### config.mk
export PLATFORM = sky130hd
export DESIGN_NAME = sc_lane_scheduler_flat
export DESIGN_NICKNAME = d
export VERILOG_FILES = /design/src/rtl/sc_lane_scheduler_pkg.sv /design/src/rtl/sc_lane_scheduler_if.sv /design/src/rtl/sc_lane_scheduler_lane_divider.sv /design/src/rtl/sc_lane_scheduler.sv /design/src/flat_wrapper.sv
export SDC_FILE = /design/constraint.sdc
export NUM_CORES = 1
export LEC_CHECK = 0
export BUFFER_PORTS_ARGS = -buffer_cell sky130_fd_sc_hd__buf_4
export CORE_MARGIN = 2
export CORE_UTILIZATION = 61
export DETAILED_ROUTE_END_ITERATION = 16
export GPL_TIMING_DRIVEN = 0
export PLACE_DENSITY = 0.8
export RECOVER_POWER = 100
export SLEW_MARGIN = 20
export SYNTH_ARGS = -nofsm -noshare
export SYNTH_HDL_FRONTEND = slang
export SYNTH_HIERARCHICAL = 1
export SYNTH_SLANG_ARGS = --single-unit
### constraint.sdc
create_clock -name SC_LANESCHED_CLOCK_50 -period 3.45 [get_ports SC_LANESCHED_CLOCK_50]
set_input_delay 0.5175 -clock SC_LANESCHED_CLOCK_50 [delete_from_list [all_inputs] [get_ports SC_LANESCHED_CLOCK_50]]
set_output_delay 0.5175 -clock SC_LANESCHED_CLOCK_50 [all_outputs]
set_load 0.02 [all_outputs]
### src/rtl/sc_lane_scheduler_pkg.sv
// Shared types and constants for the lane scheduler: FSM states, lane speed codes
// and the per-level speed table.
// Latency: none (declarations only).
// Backpressure: none (declarations only).
package sc_lane_scheduler_pkg;

    typedef enum logic [1:0] {
        S_IDLE     = 2'd0,
        S_LOAD     = 2'd1,
        S_WAIT_ACK = 2'd2,
        S_RUN      = 2'd3
    } state_t;

    localparam logic [1:0] SPD_STOP   = 2'd0;
    localparam logic [1:0] SPD_SLOW   = 2'd1;
    localparam logic [1:0] SPD_NORMAL = 2'd2;
    localparam logic [1:0] SPD_FAST   = 2'd3;

    // Indexed [level][lane]. Level 0 is the parked level: every lane stopped.
    localparam logic [1:0] SPEED_TABLE [4][8] = '{
        '{SPD_STOP,   SPD_STOP,   SPD_STOP,   SPD_STOP,
          SPD_STOP,   SPD_STOP,   SPD_STOP,   SPD_STOP},
        '{SPD_SLOW,   SPD_SLOW,   SPD_SLOW,   SPD_SLOW,
          SPD_SLOW,   SPD_SLOW,   SPD_SLOW,   SPD_SLOW},
        '{SPD_FAST,   SPD_NORMAL, SPD_SLOW,   SPD_STOP,
          SPD_FAST,   SPD_NORMAL, SPD_SLOW,   SPD_STOP},
        '{SPD_NORMAL, SPD_NORMAL, SPD_NORMAL, SPD_NORMAL,
          SPD_NORMAL, SPD_NORMAL, SPD_NORMAL, SPD_NORMAL}
    };

endpackage

### src/rtl/sc_lane_scheduler_if.sv
// Handshake/bus bundle between the level FSM (master) and the lane scheduler (slave).
// Latency: none (wiring only).
// Backpressure: LOAD_OUT is held until the matching LOADED_IN bit is seen.
// Signals: NVL_IN level, CN_IN change strobe, PAUSE_IN freeze, LOADED_IN acks,
//          LOAD_OUT requests, SHIFT_OUT enables, LEVEL_OUT level, BUSY_OUT not-running.
interface sc_lane_scheduler_if #(
    parameter int NLANES = 4
);
    logic [1:0]        SC_LANESCHED_NVL_IN;
    logic              SC_LANESCHED_CN_IN;
    logic              SC_LANESCHED_PAUSE_IN;
    logic [NLANES-1:0] SC_LANESCHED_LOADED_IN;
    logic [NLANES-1:0] SC_LANESCHED_LOAD_OUT;
    logic [NLANES-1:0] SC_LANESCHED_SHIFT_OUT;
    logic [1:0]        SC_LANESCHED_LEVEL_OUT;
    logic              SC_LANESCHED_BUSY_OUT;

    modport master (
        output SC_LANESCHED_NVL_IN, SC_LANESCHED_CN_IN, SC_LANESCHED_PAUSE_IN,
               SC_LANESCHED_LOADED_IN,
        input  SC_LANESCHED_LOAD_OUT, SC_LANESCHED_SHIFT_OUT, SC_LANESCHED_LEVEL_OUT,
               SC_LANESCHED_BUSY_OUT
    );

    modport slave (
        input  SC_LANESCHED_NVL_IN, SC_LANESCHED_CN_IN, SC_LANESCHED_PAUSE_IN,
               SC_LANESCHED_LOADED_IN,
        output SC_LANESCHED_LOAD_OUT, SC_LANESCHED_SHIFT_OUT, SC_LANESCHED_LEVEL_OUT,
               SC_LANESCHED_BUSY_OUT
    );
endinterface

### src/rtl/sc_lane_scheduler_lane_divider.sv
// Per-lane shift divider: counts base ticks and emits a one-clock shift every DIV ticks.
// Latency: shift_o registered on the same edge that samples the terminal tick.
// Backpressure: freeze_i holds the count; speed code STOP holds the count.
// Ports: core_clk/arst_n, tick_i base tick, speed_i code, init_i reload, freeze_i, shift_o.
// Build option: SC_LANESCHED_STAGGER_EN offsets the initial count by lane index.
module sc_lane_divider
    import sc_lane_scheduler_pkg::*;
#(
    parameter int LANE       = 0,
    parameter int DIV_SLOW   = 16,
    parameter int DIV_NORMAL = 8,
    parameter int DIV_FAST   = 4
) (
    input  logic       core_clk,
    input  logic       arst_n,
    input  logic       tick_i,
    input  logic [1:0] speed_i,
    input  logic       init_i,
    input  logic       freeze_i,
    output logic       shift_o
);
    localparam int DMAX = (DIV_SLOW > DIV_NORMAL) ?
                          ((DIV_SLOW > DIV_FAST) ? DIV_SLOW : DIV_FAST) :
                          ((DIV_NORMAL > DIV_FAST) ? DIV_NORMAL : DIV_FAST);
    localparam int CW   = (DMAX <= 2) ? 1 : $clog2(DMAX);

    logic [CW-1:0] cnt_q, cnt_d;
    logic          shift_q, shift_d;
    logic [CW-1:0] reload;
    logic [CW-1:0] init_val;

    always_comb begin
        reload = '0;
        case (speed_i)
            SPD_SLOW:   reload = CW'(DIV_SLOW - 1);
            SPD_NORMAL: reload = CW'(DIV_NORMAL - 1);
            SPD_FAST:   reload = CW'(DIV_FAST - 1);
            default:    reload = '0;
        endcase
    end

`ifdef SC_LANESCHED_STAGGER_EN
    // Lane i fires on base tick i+1 first, spreading equal-speed lanes apart.
    assign init_val = (LANE < int'(reload)) ? CW'(LANE) : reload;
`else
    assign init_val = reload;
`endif

    always_comb begin
        cnt_d   = cnt_q;
        shift_d = 1'b0;
        if (init_i) begin
            cnt_d = init_val;
        end else if (tick_i && !freeze_i && speed_i != SPD_STOP) begin
            if (cnt_q == '0) begin
                shift_d = 1'b1;
                cnt_d   = reload;
            end else begin
                cnt_d = cnt_q - 1'b1;
            end
        end
    end

    always_ff @(posedge core_clk or negedge arst_n) begin
        if (!arst_n) begin
            cnt_q   <= '0;
            shift_q <= 1'b0;
        end else begin
            cnt_q   <= cnt_d;
            shift_q <= shift_d;
        end
    end

    assign shift_o = shift_q;

endmodule

### src/rtl/sc_lane_scheduler.sv
// Lane scheduler: on a level change loads each lane register in turn, then paces lane shifts.
// Latency: CN -> LOAD_OUT[0] in 2 clocks; last ack -> RUN in 1 clock; first tick PRESCALE_MAX+1 later.
// Backpressure: an unacknowledged LOAD_OUT holds the sequence indefinitely; PAUSE_IN freezes RUN.
// Ports: SC_LANESCHED_CLOCK_50, SC_LANESCHED_RESET (async active-low), bus (slave modport).
// Build option: SC_LANESCHED_STAGGER_EN (see sc_lane_divider).
module sc_lane_scheduler
    import sc_lane_scheduler_pkg::*;
#(
    parameter int          NLANES       = 4,
    parameter logic [23:0] PRESCALE_MAX = 24'd4_999_999,
    parameter int          DIV_SLOW     = 16,
    parameter int          DIV_NORMAL   = 8,
    parameter int          DIV_FAST     = 4
) (
    input  logic               SC_LANESCHED_CLOCK_50,
    input  logic               SC_LANESCHED_RESET,
    sc_lane_scheduler_if.slave bus
);
    localparam int            PW       = (PRESCALE_MAX == 24'd0) ? 1 : $clog2(int'(PRESCALE_MAX) + 1);
    localparam int            IW       = $clog2(NLANES);
    localparam logic [PW-1:0] PRESC_TC = PW'(PRESCALE_MAX);
    localparam logic [IW-1:0] LAST_IDX = IW'(NLANES - 1);

    state_t            state_q;
    logic [IW-1:0]     idx_q;
    logic              pend_q;
    logic [1:0]        pend_lvl_q;
    logic [1:0]        level_q;
    logic [NLANES-1:0] load_q;
    logic              busy_q;
    logic [PW-1:0]     presc_q;
    logic [NLANES-1:0] shift;

    logic       cn, pause, ack, pend_any, tick, run_init;
    logic [1:0] next_lvl;

    assign cn       = bus.SC_LANESCHED_CN_IN;
    assign pause    = bus.SC_LANESCHED_PAUSE_IN;
    assign ack      = bus.SC_LANESCHED_LOADED_IN[idx_q];
    // A strobe arriving this cycle counts as pending, and its level wins over an older one.
    assign pend_any = pend_q | cn;
    assign next_lvl = cn ? bus.SC_LANESCHED_NVL_IN : pend_lvl_q;
    // A level change on the terminal count swallows that tick.
    assign tick     = (state_q == S_RUN) && !pause && !pend_any && (presc_q == PRESC_TC);
    assign run_init = (state_q == S_WAIT_ACK) && ack && !pend_any && (idx_q == LAST_IDX);

    always_ff @(posedge SC_LANESCHED_CLOCK_50 or negedge SC_LANESCHED_RESET) begin
        if (!SC_LANESCHED_RESET) begin
            state_q    <= S_IDLE;
            idx_q      <= '0;
            pend_q     <= 1'b0;
            pend_lvl_q <= 2'd0;
            level_q    <= 2'd0;
            load_q     <= '0;
            busy_q     <= 1'b1;
            presc_q    <= '0;
        end else begin
            if (cn) begin
                pend_q     <= 1'b1;
                pend_lvl_q <= bus.SC_LANESCHED_NVL_IN;
            end
            case (state_q)
                S_IDLE, S_RUN: begin
                    if (pend_any) begin
                        state_q <= S_LOAD;
                        idx_q   <= '0;
                        pend_q  <= 1'b0;
                        level_q <= next_lvl;
                        busy_q  <= 1'b1;
                        presc_q <= '0;
                    end else if (state_q == S_RUN && !pause) begin
                        presc_q <= (presc_q == PRESC_TC) ? '0 : presc_q + 1'b1;
                    end
                end
                S_LOAD: begin
                    load_q        <= '0;
                    load_q[idx_q] <= 1'b1;
                    state_q       <= S_WAIT_ACK;
                end
                S_WAIT_ACK: begin
                    if (ack) begin
                        load_q <= '0;
                        if (pend_any) begin
                            state_q <= S_LOAD;
                            idx_q   <= '0;
                            pend_q  <= 1'b0;
                            level_q <= next_lvl;
                        end else if (idx_q != LAST_IDX) begin
                            state_q <= S_LOAD;
                            idx_q   <= idx_q + 1'b1;
                        end else begin
                            state_q <= S_RUN;
                            busy_q  <= 1'b0;
                            presc_q <= '0;
                        end
                    end
                end
                default: state_q <= S_IDLE;
            endcase
        end
    end

    for (genvar i = 0; i < NLANES; i++) begin : g_lane
        sc_lane_divider #(
            .LANE       (i),
            .DIV_SLOW   (DIV_SLOW),
            .DIV_NORMAL (DIV_NORMAL),
            .DIV_FAST   (DIV_FAST)
        ) u_div (
            .core_clk (SC_LANESCHED_CLOCK_50),
            .arst_n   (SC_LANESCHED_RESET),
            .tick_i   (tick),
            .speed_i  (SPEED_TABLE[level_q][i]),
            .init_i   (run_init),
            .freeze_i (pause),
            .shift_o  (shift[i])
        );
    end

    assign bus.SC_LANESCHED_LOAD_OUT  = load_q;
    assign bus.SC_LANESCHED_SHIFT_OUT = shift;
    assign bus.SC_LANESCHED_LEVEL_OUT = level_q;
    assign bus.SC_LANESCHED_BUSY_OUT  = busy_q;

endmodule

### src/flat_wrapper.sv
// flat-port wrapper written by rule: the top's interface ports become plain ports
module sc_lane_scheduler_flat import sc_lane_scheduler_pkg::*;
#(
    parameter int          NLANES       = 4,
    parameter logic [23:0] PRESCALE_MAX = 24'd4_999_999,
    parameter int          DIV_SLOW     = 16,
    parameter int          DIV_NORMAL   = 8,
    parameter int          DIV_FAST     = 4
)
  (SC_LANESCHED_CLOCK_50, SC_LANESCHED_RESET, bus_SC_LANESCHED_NVL_IN, bus_SC_LANESCHED_CN_IN, bus_SC_LANESCHED_PAUSE_IN, bus_SC_LANESCHED_LOADED_IN, bus_SC_LANESCHED_LOAD_OUT, bus_SC_LANESCHED_SHIFT_OUT, bus_SC_LANESCHED_LEVEL_OUT, bus_SC_LANESCHED_BUSY_OUT);
  sc_lane_scheduler_if #(.NLANES(NLANES)) bus_i ();
  input  logic SC_LANESCHED_CLOCK_50;
  input  logic SC_LANESCHED_RESET;
  input wire logic [$bits(bus_i.SC_LANESCHED_NVL_IN)-1:0] bus_SC_LANESCHED_NVL_IN;
  input wire logic [$bits(bus_i.SC_LANESCHED_CN_IN)-1:0] bus_SC_LANESCHED_CN_IN;
  input wire logic [$bits(bus_i.SC_LANESCHED_PAUSE_IN)-1:0] bus_SC_LANESCHED_PAUSE_IN;
  input wire logic [$bits(bus_i.SC_LANESCHED_LOADED_IN)-1:0] bus_SC_LANESCHED_LOADED_IN;
  output wire logic [$bits(bus_i.SC_LANESCHED_LOAD_OUT)-1:0] bus_SC_LANESCHED_LOAD_OUT;
  output wire logic [$bits(bus_i.SC_LANESCHED_SHIFT_OUT)-1:0] bus_SC_LANESCHED_SHIFT_OUT;
  output wire logic [$bits(bus_i.SC_LANESCHED_LEVEL_OUT)-1:0] bus_SC_LANESCHED_LEVEL_OUT;
  output wire logic [$bits(bus_i.SC_LANESCHED_BUSY_OUT)-1:0] bus_SC_LANESCHED_BUSY_OUT;
  assign bus_i.SC_LANESCHED_NVL_IN = bus_SC_LANESCHED_NVL_IN;
  assign bus_i.SC_LANESCHED_CN_IN = bus_SC_LANESCHED_CN_IN;
  assign bus_i.SC_LANESCHED_PAUSE_IN = bus_SC_LANESCHED_PAUSE_IN;
  assign bus_i.SC_LANESCHED_LOADED_IN = bus_SC_LANESCHED_LOADED_IN;
  assign bus_SC_LANESCHED_LOAD_OUT = bus_i.SC_LANESCHED_LOAD_OUT;
  assign bus_SC_LANESCHED_SHIFT_OUT = bus_i.SC_LANESCHED_SHIFT_OUT;
  assign bus_SC_LANESCHED_LEVEL_OUT = bus_i.SC_LANESCHED_LEVEL_OUT;
  assign bus_SC_LANESCHED_BUSY_OUT = bus_i.SC_LANESCHED_BUSY_OUT;
  sc_lane_scheduler #(.NLANES(NLANES), .PRESCALE_MAX(PRESCALE_MAX), .DIV_SLOW(DIV_SLOW), .DIV_NORMAL(DIV_NORMAL), .DIV_FAST(DIV_FAST)) u_core (.SC_LANESCHED_CLOCK_50(SC_LANESCHED_CLOCK_50), .SC_LANESCHED_RESET(SC_LANESCHED_RESET), .bus(bus_i));
endmodule
[Word-level counts from Yosys, hierarchy flattened]
Cells that the tools add are included.
Operators by class
  add/subtract/negate cells: 6
  equality and inequality tests: 24
  bitwise gates (word level): 2
  magnitude comparators: 3
  reduce and logical (&&, ||, !) cells: 36
  mux-type cells: 67
Operators with widths (count)
  2-to-1 mux 23 bit: 6
  2-to-1 mux 4 bit: 13
  one-hot mux 4 bit (3 select lines): 4
  one-hot mux 23 bit (2 select lines): 1
  binary-select mux 16 bit (select 2 bit): 1
  2-to-1 mux 16 bit: 2
  adder 23 x 1 -> 23 bit (second input constant): 1
  equality test 23 bit (second input constant): 1
  equality test 2 bit (second input constant): 11
  2-to-1 mux 2 bit: 11
  2-to-1 mux 1 bit: 21
  nonzero test 2 bit: 10
  logical NOT 4 bit: 4
  subtractor 4 x 1 -> 4 bit (second input constant): 4
  logical AND 1 bit: 12
  equality test 2 x 1 -> 1 bit (second input constant): 5
  AND reduction 5 bit: 2
  one-hot mux 2 bit (2 select lines): 2
  one-hot mux 4 bit (2 select lines): 1
  != test 2 bit (second input constant): 3
  one-hot mux 2 bit (3 select lines): 1
  AND reduction 2 bit: 3
  != test 2 x 1 -> 1 bit (second input constant): 2
  one-hot mux 1 bit (2 select lines): 2
  14 further kinds: 15
Storage, ports and cells
  register bits: 57
  word-level logic and storage cells: 154
  bits of input ports: 10

[Longest topological paths before layout]
Gate-level depths: netlist of run 1.
  word-level depth: 9
  mapped depth: 9
  depth with buffers taken out: 9

[By module]
Netlist of run 1, hierarchy kept.
Modules (own cells, without submodules)
  sc_lane_scheduler: cells an instance 235, times used 1, area each 2182.1 um^2
  sc_lane_divider: cells an instance 42, times used 4, area each 360.3 um^2

[Worst setup path before layout of run 1]
OpenSTA, ideal clock, no wires.
  path type: register to register
  start: register u_core.presc_q[15]
  end: register u_core.g_lane[0].u_div.cnt_q[0]
  stages on the path, launching flop included: 8
  setup time: 121 ps
  required time: 3329 ps
  path slack: 832 ps
  arrival: 2497 ps
  cells stage by stage: dfrtp_1 or4_4 nor4_4 nand4_1 nor4_1 nor3b_1 o22ai_1 a22o_1
On the way
  longest elaborated chain between the ends: 5
RTL lines
  from (decl): RTL line sc_lane_scheduler.sv:31  | logic [PW-1:0] presc_q;
  from (signal assigned): RTL line sc_lane_scheduler.sv:72  | presc_q <= (presc_q == PRESC_TC) ? '0 : presc_q + 1'b1;
  equality test 23 bit: RTL line sc_lane_scheduler.sv:44  | assign tick = (state_q == S_RUN) && !pause && !pend_any && (presc_q == PRESC_TC);
  logical AND 1 bit: RTL line sc_lane_scheduler.sv:44
  net u_core.tick: RTL line sc_lane_scheduler.sv:34  | logic cn, pause, ack, pend_any, tick, run_init;
  logical AND 1 bit (2 in a row): RTL line sc_lane_scheduler_lane_divider.sv:54  | end else if (tick_i && !freeze_i && speed_i != SPD_STOP) begin
  nonzero test 2 bit (no source line)
  to (signal assigned): RTL line sc_lane_scheduler_lane_divider.sv:69  | cnt_q <= cnt_d;
  to (decl): RTL line sc_lane_scheduler_lane_divider.sv:27  | logic [CW-1:0] cnt_q, cnt_d;
The timed path passes the listed nets, and every way through them passes these cells.
A chain may end at the register's enable or synchronous reset.

[Worst setup path after layout of run 1]
  start: register u_core.state_q[0]
  end: register u_core.presc_q[15]
On the way
  longest elaborated chain between the ends: 4
RTL lines
  from (decl): RTL line sc_lane_scheduler.sv:24  | state_t state_q;
  from (signal assigned): RTL line sc_lane_scheduler.sv:49  | state_q <= S_IDLE;
  from (signal assigned): RTL line sc_lane_scheduler.sv:65  | state_q <= S_LOAD;
  from (signal assigned): RTL line sc_lane_scheduler.sv:78  | state_q <= S_WAIT_ACK;
  equality test 2 bit / logical NOT 2 bit (equally long branches): RTL line sc_lane_scheduler.sv:62, sc_lane_scheduler.sv:71
  OR reduction 2 bit / logical AND 1 bit (equally long branches): RTL line sc_lane_scheduler.sv:62, sc_lane_scheduler.sv:71
  != test 3 x 1 -> 1 bit (no source line) / nonzero test 2 bit (equally long branches)
  AND reduction 5 bit (no source line)
Several ways; a longest one is shown, not always the timed one.

==> results of run 1 <==
-- cell families after synthesis --
| kind of cell | count (synthesis) | share of synthesized area (%) |
|---|---|---|
| AO/OA/AOI/OAI | 92 | 16.7 |
| adder cells (fa/ha/maj) | 27 | 9.32 |
| buffers and inverters | 49 | 5.46 |
| flip-flops | 57 | 39.4 |
| multiplexers | 18 | 5.59 |
| AND/OR/NAND/NOR | 160 | 23.5 |
-- metrics by stage --
step           util [%]  total power, uW
3_3_place_gp       66.5             1720
6_report           68.7             2300
5_1_grt            68.7             2470
2_1_floorplan         -             1500
4_1_cts            69.5             2330
3_5_place_dp       66.5             1770
-- cell usage after synthesis, types with 4 or more instances --
master and instances:
sky130_fd_sc_hd__o31ai_1 5, sky130_fd_sc_hd__nand4_1 10, sky130_fd_sc_hd__a31oi_1 8, sky130_fd_sc_hd__nor4_1 7, sky130_fd_sc_hd__nand3_1 17, sky130_fd_sc_hd__nor2_1 45
sky130_fd_sc_hd__nand2b_1 9, sky130_fd_sc_hd__o311ai_0 5, sky130_fd_sc_hd__nand4bb_1 4, sky130_fd_sc_hd__mux2i_1 9, sky130_fd_sc_hd__o22ai_1 8, sky130_fd_sc_hd__buf_2 4
sky130_fd_sc_hd__or4b_1 4, sky130_fd_sc_hd__nand2_1 40, sky130_fd_sc_hd__a21oi_1 20, sky130_fd_sc_hd__ha_1 27, sky130_fd_sc_hd__mux2_2 4, sky130_fd_sc_hd__a221oi_1 4
sky130_fd_sc_hd__and3_1 6, sky130_fd_sc_hd__clkbuf_2 4, sky130_fd_sc_hd__nor3b_1 4, sky130_fd_sc_hd__o21ai_0 21, sky130_fd_sc_hd__a22o_1 5, sky130_fd_sc_hd__inv_1 36
sky130_fd_sc_hd__a21oi_2 5, sky130_fd_sc_hd__mux2_1 4, sky130_fd_sc_hd__dfrtp_1 56
-- final cells by class --
cell class	instances	area, um2	share of cell area (%)
Multi-Input combinational cell	297	2000	50.0
Sequential cell	57	1430	35.7
Tap cell	75	93.8	2.35
Buffer	13	57.6	1.44
Inverter	36	135	3.38
Timing Repair Buffer	20	110	2.75
Clock inverter	3	15.0	0.376
Clock buffer	13	159	3.97
-- layer usage --
metal / part of all wire (%) / GRT usage (%) / vias to the layer above
met3: 3.1 / 5.33 / 8
met1: 46 / 32.9 / 1500
met2: 50 / 43.4 / 65
met5: 0 / 0 / -
li1: - / - / 1521
met4: 1.0 / 10.5 / 0
-- power breakdown --
part / switching [uW] / total, uW / internal (uW)
clock network: 255 / 551 / 296
registers: 60.4 / 782 / 722
logic: 614 / 965 / 351
-- worst paths after layout --
path	endpoint	slack, ps	cells past startpoint
min in group asynchronous	u_core/g_lane[1].u_div/shift_o$_DFF_PN0_	500	1
hold reg to reg	u_core/pend_lvl_q[1]$_DFF_PN0_	500	1
hold / removal	u_core/pend_lvl_q[1]$_DFF_PN0_	450	2
max in group asynchronous	u_core/presc_q[2]$_DFFE_PN0P_	2090	1
setup reg to reg	u_core/presc_q[15]$_DFFE_PN0P_	410	8
setup / recovery	u_core/presc_q[15]$_DFFE_PN0P_	410	8
-- registers in the layout (all words and copies together), names as in the netlist --
| name | cells |
|---|---|
| u_core/bus.SC_LANESCHED_LOAD_OUT | 4 |
| u_core/pend_lvl_q | 2 |
| u_core/g_lane.u_div/cnt_q | 16 |
| u_core/pend_q | 1 |
| u_core/idx_q | 2 |
| u_core/g_lane.u_div/shift_o | 4 |
| u_core/bus.SC_LANESCHED_LEVEL_OUT | 2 |
| u_core/bus.SC_LANESCHED_BUSY_OUT | 1 |
| u_core/presc_q | 23 |
| u_core/state_q | 2 |
==> metrics, run 1 <==
run status=finished clean; share of cells above drive strength 1=10.7%; crit path setup slack, layout=412 ps; Leakage=0.00171 uW; final net count=471; number of gates resized after cts=0; clock skew after layout=6.98 ps; minimum period implied by the final worst setup slack=3040 ps; violation count after the first detailed-routing iteration=208; hold path startpoint=bus_SC_LANESCHED_NVL_IN[1]; overall routing resource usage=26.0%; VDD IR-drop max=0.000376 V; cell taking the most area after synthesis=sky130_fd_sc_hd__dfrtp_1; pin slew with the least headroom to its limit=1420 ps; final estimated routing congestion in global placement=0.844; final-layout fill cell count=491; summed area of non-filler cells in the final layout=0.00400 mm2; Setup crit start=u_core/state_q[0]$_DFFE_PN0P_; number of synthesized register bits=57; post-detail-place hpwl=5490 um; floorplan core area=0.00582 mm2; Non-Filler Instances=514; per-instance average area after synthesis=8.99 um2; max-cap violation count=0; number of buffers inserted to repair setup after CTS=0; setup repair after global routing missed its margin=false; row count=28; proportion of synthesized chip area in sequential cells=39.4%; Clk Latency, worst-skew pair=330 ps; number of H-tree branching levels=3; Crit Path Class=register to register; cell type group with the largest total delay on the critical path=compound AO/OA/AOI/OAI gates; clock tree from TritonCTS=yes; area delta synth->final=10.3%; number of hold buffers added after CTS=0; # DRC=0; area of the mapped netlist=0.00362 mm2; count of buffers from port buffering=20; total power per unit cell area=575 mW/mm2; WL/cell=14.9 um; Final Setup Violations=0; pin count of the biggest net entering global routing=58; final period utilization=88.0%; first-pass GRT wire length=13000 um; Die Span Y=81.1 um; crit-path cells=inv_1, ha_1, clkbuf_1, a31o_2, a211oi_1, clkbuf_1, nand3_1, mux2i_1; maximum buffer depth of the clock tree=2; Synth area leaders=sky130_fd_sc_hd__dfrtp_1, sky130_fd_sc_hd__ha_1, sky130_fd_sc_hd__nor2_1, sky130_fd_sc_hd__nand2_1, sky130_fd_sc_hd__inv_1; maximum clock frequency=329 MHz; data arrival at the endpoint of the critical path=3290 ps; Antenna Violating Nets Remaining=0; number of antenna violations at the first check in global routing=0; effective utilization at floorplan=62.3%; post-placement cell count=498; largest stage delay on the critical path=970 ps; number of ports placed on the die boundary=21; most prevalent standard cell on the critical path=sky130_fd_sc_hd__clkbuf_1; highest-count cells in the layout ignoring fill and taps=sky130_fd_sc_hd__dfrtp_1, sky130_fd_sc_hd__nor2_1, sky130_fd_sc_hd__nand2_1; Post-Syn Nets=440; number of flops mapped to enable cells by yosys=0; Total Wirelength=7680 um; number of iterations in the first detailed-routing pass=5; final hold viol count=0; fraction of post-synthesis cell area in the top cell type by area=38.7%; crit start category=register; total number of vias=3094; Num CTS Buffers=9; antenna diode instance count=0; ys flop type=sky130_fd_sc_hd__dfrtp_1; total negative slack for setup checks=0 ps; Horiz. Die Dim=81.1 um; count of warnings emitted by yosys=6; Critical Path RT=3710 ps; Area after DPL=0.00387 mm2; clock transition time at the flip-flop clock pins of the worst setup and hold paths=70 ps; total number of clock tree sinks=57; maximum fanout along the worst path=10; worst rel slew slack=5.38%; most common library cell in the layout ignoring fill and taps=sky130_fd_sc_hd__dfrtp_1; fraction of registers with async set/reset=100%; Final Slew Violations=0; setup slack at placement=84.7 ps; CP bufs+invs=3; worst reg2reg path startpoint=u_core/state_q[0]$_DFFE_PN0P_; CP max stage cell=sky130_fd_sc_hd__a211oi_1; residual overflow from global routing=0; CTS Root Buffer Type=sky130_fd_sc_hd__clkbuf_8; final-layout worst hold slack=445 ps; cell count after synthesis=403; worst hold path class=primary input to register; Distinct cells, synth=48; category of the worst setup path capture point=register; die area=0.00657 mm2; ratio of routed vias to standard cells=6.02; number of global-route vias before repair=2859
Note: power is estimated with default switching activity, not from simulation.
==> run 2: changes to the inputs <==
- CORE_UTILIZATION: 61 -> 50
- PLACE_DENSITY: 0.8 -> 0.67
- SYNTH_HIERARCHICAL: 1 -> not set
==> metrics, run 2 <==
run status=finished clean (unchanged); CTS Root Buffer Type=sky130_fd_sc_hd__clkbuf_8 (unchanged); number of hold buffers added after CTS=0 (unchanged); clock transition time at the flip-flop clock pins of the worst setup and hold paths=70 ps (about the same); Net Sw Power=874 uW (was 929 uW); residual overflow from global routing=0 (unchanged); cell taking the most area after synthesis=sky130_fd_sc_hd__dfrtp_1 (unchanged); Horiz. Die Dim=88.8 um (was 81.1 um); Distinct cells, synth=57 (was 48); number of H-tree branching levels=3 (unchanged); Antenna Violating Nets Remaining=0 (unchanged); largest registers=u_core.presc_q x23, u_core.g_lane.u_div.cnt_q x16 (was u_core/presc_q x23, u_core/g_lane.u_div/cnt_q x16); Final Setup Violations=0 (unchanged); fraction of registers with async set/reset=100% (unchanged); area delta synth->final=10.7% (was 10.3%); relative contribution of the clock network to total power=27.6% (was 24.0%); worst hold path class=primary input to register (unchanged); clock skew after layout=6.51 ps (was 6.98 ps); Num CTS Buffers=9 (unchanged); sw frac=39.0% (was 40.4%); number of iterations in the first detailed-routing pass=4 (was 5); row count=30 (was 28); setup repair after global routing missed its margin=false (unchanged); number of gates resized after cts=0 (unchanged); final net count=460 (was 471); number of flip-flops in the largest register=23 (unchanged); Total Wirelength=8530 um (was 7680 um); final-layout fill cell count=614 (was 491); first-pass GRT wire length=14300 um (was 13000 um); per-instance average area after synthesis=8.99 um2 (about the same); number of buffers inserted to repair setup after CTS=0 (unchanged); pin slew with the least headroom to its limit=1470 ps (was 1420 ps); fraction of post-synthesis cell area in the top cell type by area=39.0% (was 38.7%); violation count after the first detailed-routing iteration=191 (was 208); Post-Syn Nets=429 (was 440); ys flop type=sky130_fd_sc_hd__dfrtp_1 (unchanged); category of the worst setup path capture point=register (unchanged); Critical Path RT=3680 ps (was 3710 ps); number of synthesized register bits=57 (unchanged); crit start category=register (unchanged); maximum fanout along the worst path=10 (unchanged); cell count after synthesis=400 (was 403); count of buffers from port buffering=20 (unchanged); Synth top cells by count=sky130_fd_sc_hd__dfrtp_1, sky130_fd_sc_hd__a21oi_1, sky130_fd_sc_hd__nand2_1 (was sky130_fd_sc_hd__dfrtp_1, sky130_fd_sc_hd__nor2_1, sky130_fd_sc_hd__nand2_1); total power per unit cell area=562 mW/mm2 (was 575 mW/mm2); Die Span Y=88.8 um (was 81.1 um); final hold viol count=0 (unchanged); Synth area leaders=sky130_fd_sc_hd__dfrtp_1, sky130_fd_sc_hd__ha_1, sky130_fd_sc_hd__a21oi_1, sky130_fd_sc_hd__nand2_1, sky130_fd_sc_hd__nor2_1 (was sky130_fd_sc_hd__dfrtp_1, sky130_fd_sc_hd__ha_1, sky130_fd_sc_hd__nor2_1, sky130_fd_sc_hd__nand2_1, sky130_fd_sc_hd__inv_1); number of flops mapped to enable cells by yosys=0 (unchanged); ratio of routed vias to standard cells=5.89 (was 6.02); area of the multi-input gates=0.00194 mm2 (was 0.00200 mm2); maximum buffer depth of the clock tree=2 (unchanged); crit path setup slack, layout=661 ps (was 412 ps); share of cells above drive strength 1=9.86% (was 10.7%); leading cell type by number of instances after synthesis=sky130_fd_sc_hd__dfrtp_1 (unchanged); overall routing resource usage=23.6% (was 26.0%); count of warnings emitted by yosys=0 (was 6); number of global-route vias before repair=2960 (was 2859); data arrival at the endpoint of the critical path=3020 ps (was 3290 ps); Clk Latency, worst-skew pair=350 ps (was 330 ps); largest stage delay on the critical path=910 ps (was 970 ps); WL/cell=16.0 um (was 14.9 um); Internal Pwr Total=1370 uW (about the same); Leakage=0.00167 uW (was 0.00171 uW); setup slack at placement=872 ps (was 84.7 ps); VDD IR-drop max=0.000405 V (was 0.000376 V); maximum clock frequency=359 MHz (was 329 MHz); Final Slew Violations=0 (unchanged); die area=0.00789 mm2 (was 0.00657 mm2); part of the total power dissipated in sequential elements=35.9% (was 34.0%); worst rel slew slack=2.10% (was 5.38%); final-layout worst hold slack=419 ps (was 445 ps); proportion of synthesized chip area in sequential cells=39.7% (was 39.4%); number of ports placed on the die boundary=21 (unchanged); max-cap violation count=0 (unchanged); final estimated routing congestion in global placement=0.878 (was 0.844); final standard cell utilization of the core=58.0% (was 68.7%); # DRC=0 (unchanged); antenna diode instance count=0 (unchanged); register bank with the most flops=u_core.presc_q (was u_core/presc_q); total number of clock tree sinks=57 (unchanged); area occupied by registers=0.00143 mm2 (unchanged); total number of vias=3133 (was 3094); effective utilization at floorplan=52.4% (was 62.3%); total negative slack for setup checks=0 ps (unchanged); pin count of the biggest net entering global routing=58 (unchanged); minimum period implied by the final worst setup slack=2790 ps (was 3040 ps); clock tree from TritonCTS=yes (unchanged); number of antenna violations at the first check in global routing=0 (unchanged); most common library cell in the layout ignoring fill and taps=sky130_fd_sc_hd__dfrtp_1 (unchanged); highest-count cells in the layout ignoring fill and taps=sky130_fd_sc_hd__dfrtp_1, sky130_fd_sc_hd__a21oi_1, sky130_fd_sc_hd__nand2_1 (was sky130_fd_sc_hd__dfrtp_1, sky130_fd_sc_hd__nor2_1, sky130_fd_sc_hd__nand2_1); crit-path cells=ha_1, nand4_1, nor4_2, and2b_1, a21boi_0, o32a_1 (was inv_1, ha_1, clkbuf_1, a31o_2, a211oi_1, clkbuf_1, nand3_1, mux2i_1); final period utilization=80.8% (was 88.0%); cell type group with the largest total delay on the critical path=simple AND/OR/NAND/NOR gates (was compound AO/OA/AOI/OAI gates); power share of the combinational group=36.5% (was 42.0%); floorplan core area=0.00687 mm2 (was 0.00582 mm2); Crit Path Class=register to register (unchanged); CP max stage cell=sky130_fd_sc_hd__nor4_2 (was sky130_fd_sc_hd__a211oi_1); CP bufs+invs=0 (was 3); post-detail-place hpwl=5940 um (was 5490 um); area of the mapped netlist=0.00360 mm2 (was 0.00362 mm2)
==> run 2: changes by cell type in the layout (fill, tap and decap cells not counted), moves of 9 or more <==
cell / change
sky130_fd_sc_hd__or4_1: +13
sky130_fd_sc_hd__nor2_1: -15
sky130_fd_sc_hd__clkbuf_1: +9
sky130_fd_sc_hd__a21oi_1: +16
sky130_fd_sc_hd__nand2_1: -9
sky130_fd_sc_hd__nor3_1: +13
==> run 2: final timing paths <==
path | from | to | slack, ps | cells after the start
min | bus_SC_LANESCHED_NVL_IN[0] | u_core.pend_lvl_q[0]$_DFF_PN0_ | 420 | 2
min reg2reg | u_core.bus.SC_LANESCHED_BUSY_OUT$_DFFE_PN1P_ | u_core.bus.SC_LANESCHED_BUSY_OUT$_DFFE_PN1P_ | 480 | 2
max | u_core.presc_q[0]$_DFFE_PN0P_ | u_core.g_lane[2].u_div.cnt_q[3]$_DFFE_PN0P_ | 660 | 6
max in group asynchronous | SC_LANESCHED_RESET | u_core.state_q[0]$_DFFE_PN0N_ | 2040 | 1
min in group asynchronous | SC_LANESCHED_RESET | u_core.presc_q[10]$_DFFE_PN0P_ | 510 | 1
max reg2reg | u_core.presc_q[0]$_DFFE_PN0P_ | u_core.g_lane[2].u_div.cnt_q[3]$_DFFE_PN0P_ | 660 | 6
==> run 2: final cells by class <==
class	count	share of cell area, %
flip-flops and latches	57	35.8
repair buffers	20	2.58
inverters	28	2.64
well taps	96	3.02
clock buffers	13	3.74
clock inverters	3	1.01
plain buffers	20	2.39
multi-input cells	295	48.8
==> run 2: through the flow <==
| step | total power, uW | instance area [um2] | std cells |
|---|---|---|---|
| final | 2240 | 3980 | 532 |
| after global routing | 2400 | 3980 | 532 |
| after CTS | 2300 | 4060 | 532 |
| after detailed placement | 1680 | 3870 | 516 |
| after global placement | 1650 | 3870 | 516 |
| after floorplan | 1410 | 3600 | 400 |
==> run 2: per-layer routing <==
layer | GRT usage, % | up-vias | routed length [um]
met5 | 0 | - | 0
met4 | 9.37 | 0 | 103
met3 | 4.29 | 10 | 449
met2 | 35.5 | 82 | 3810
met1 | 33.8 | 1518 | 4160
li1 | - | 1523 | -
==> run 2: cells by family after synthesis <==
family                   after synthesis  synth area share (%)
adder cells (fa/ha/maj)               19                  6.61
multiplexers                          12                  3.86
AO/OA/AOI/OAI                         98                  17.1
flip-flops                            57                  39.7
buffers and inverters                 48                  5.60
XOR/XNOR                               1                 0.244
AND/OR/NAND/NOR                      165                  26.9
==> run 2: power by group through the flow <==
stage          sequential [uW]  combinational (uW)  clock (uW)
2_1_floorplan              834                 579           0
3_3_place_gp               813                 838           0
3_5_place_dp               817                 861           0
4_1_cts                    805                 866         628
5_1_grt                    814                 924         660
6_report                   804                 818         618
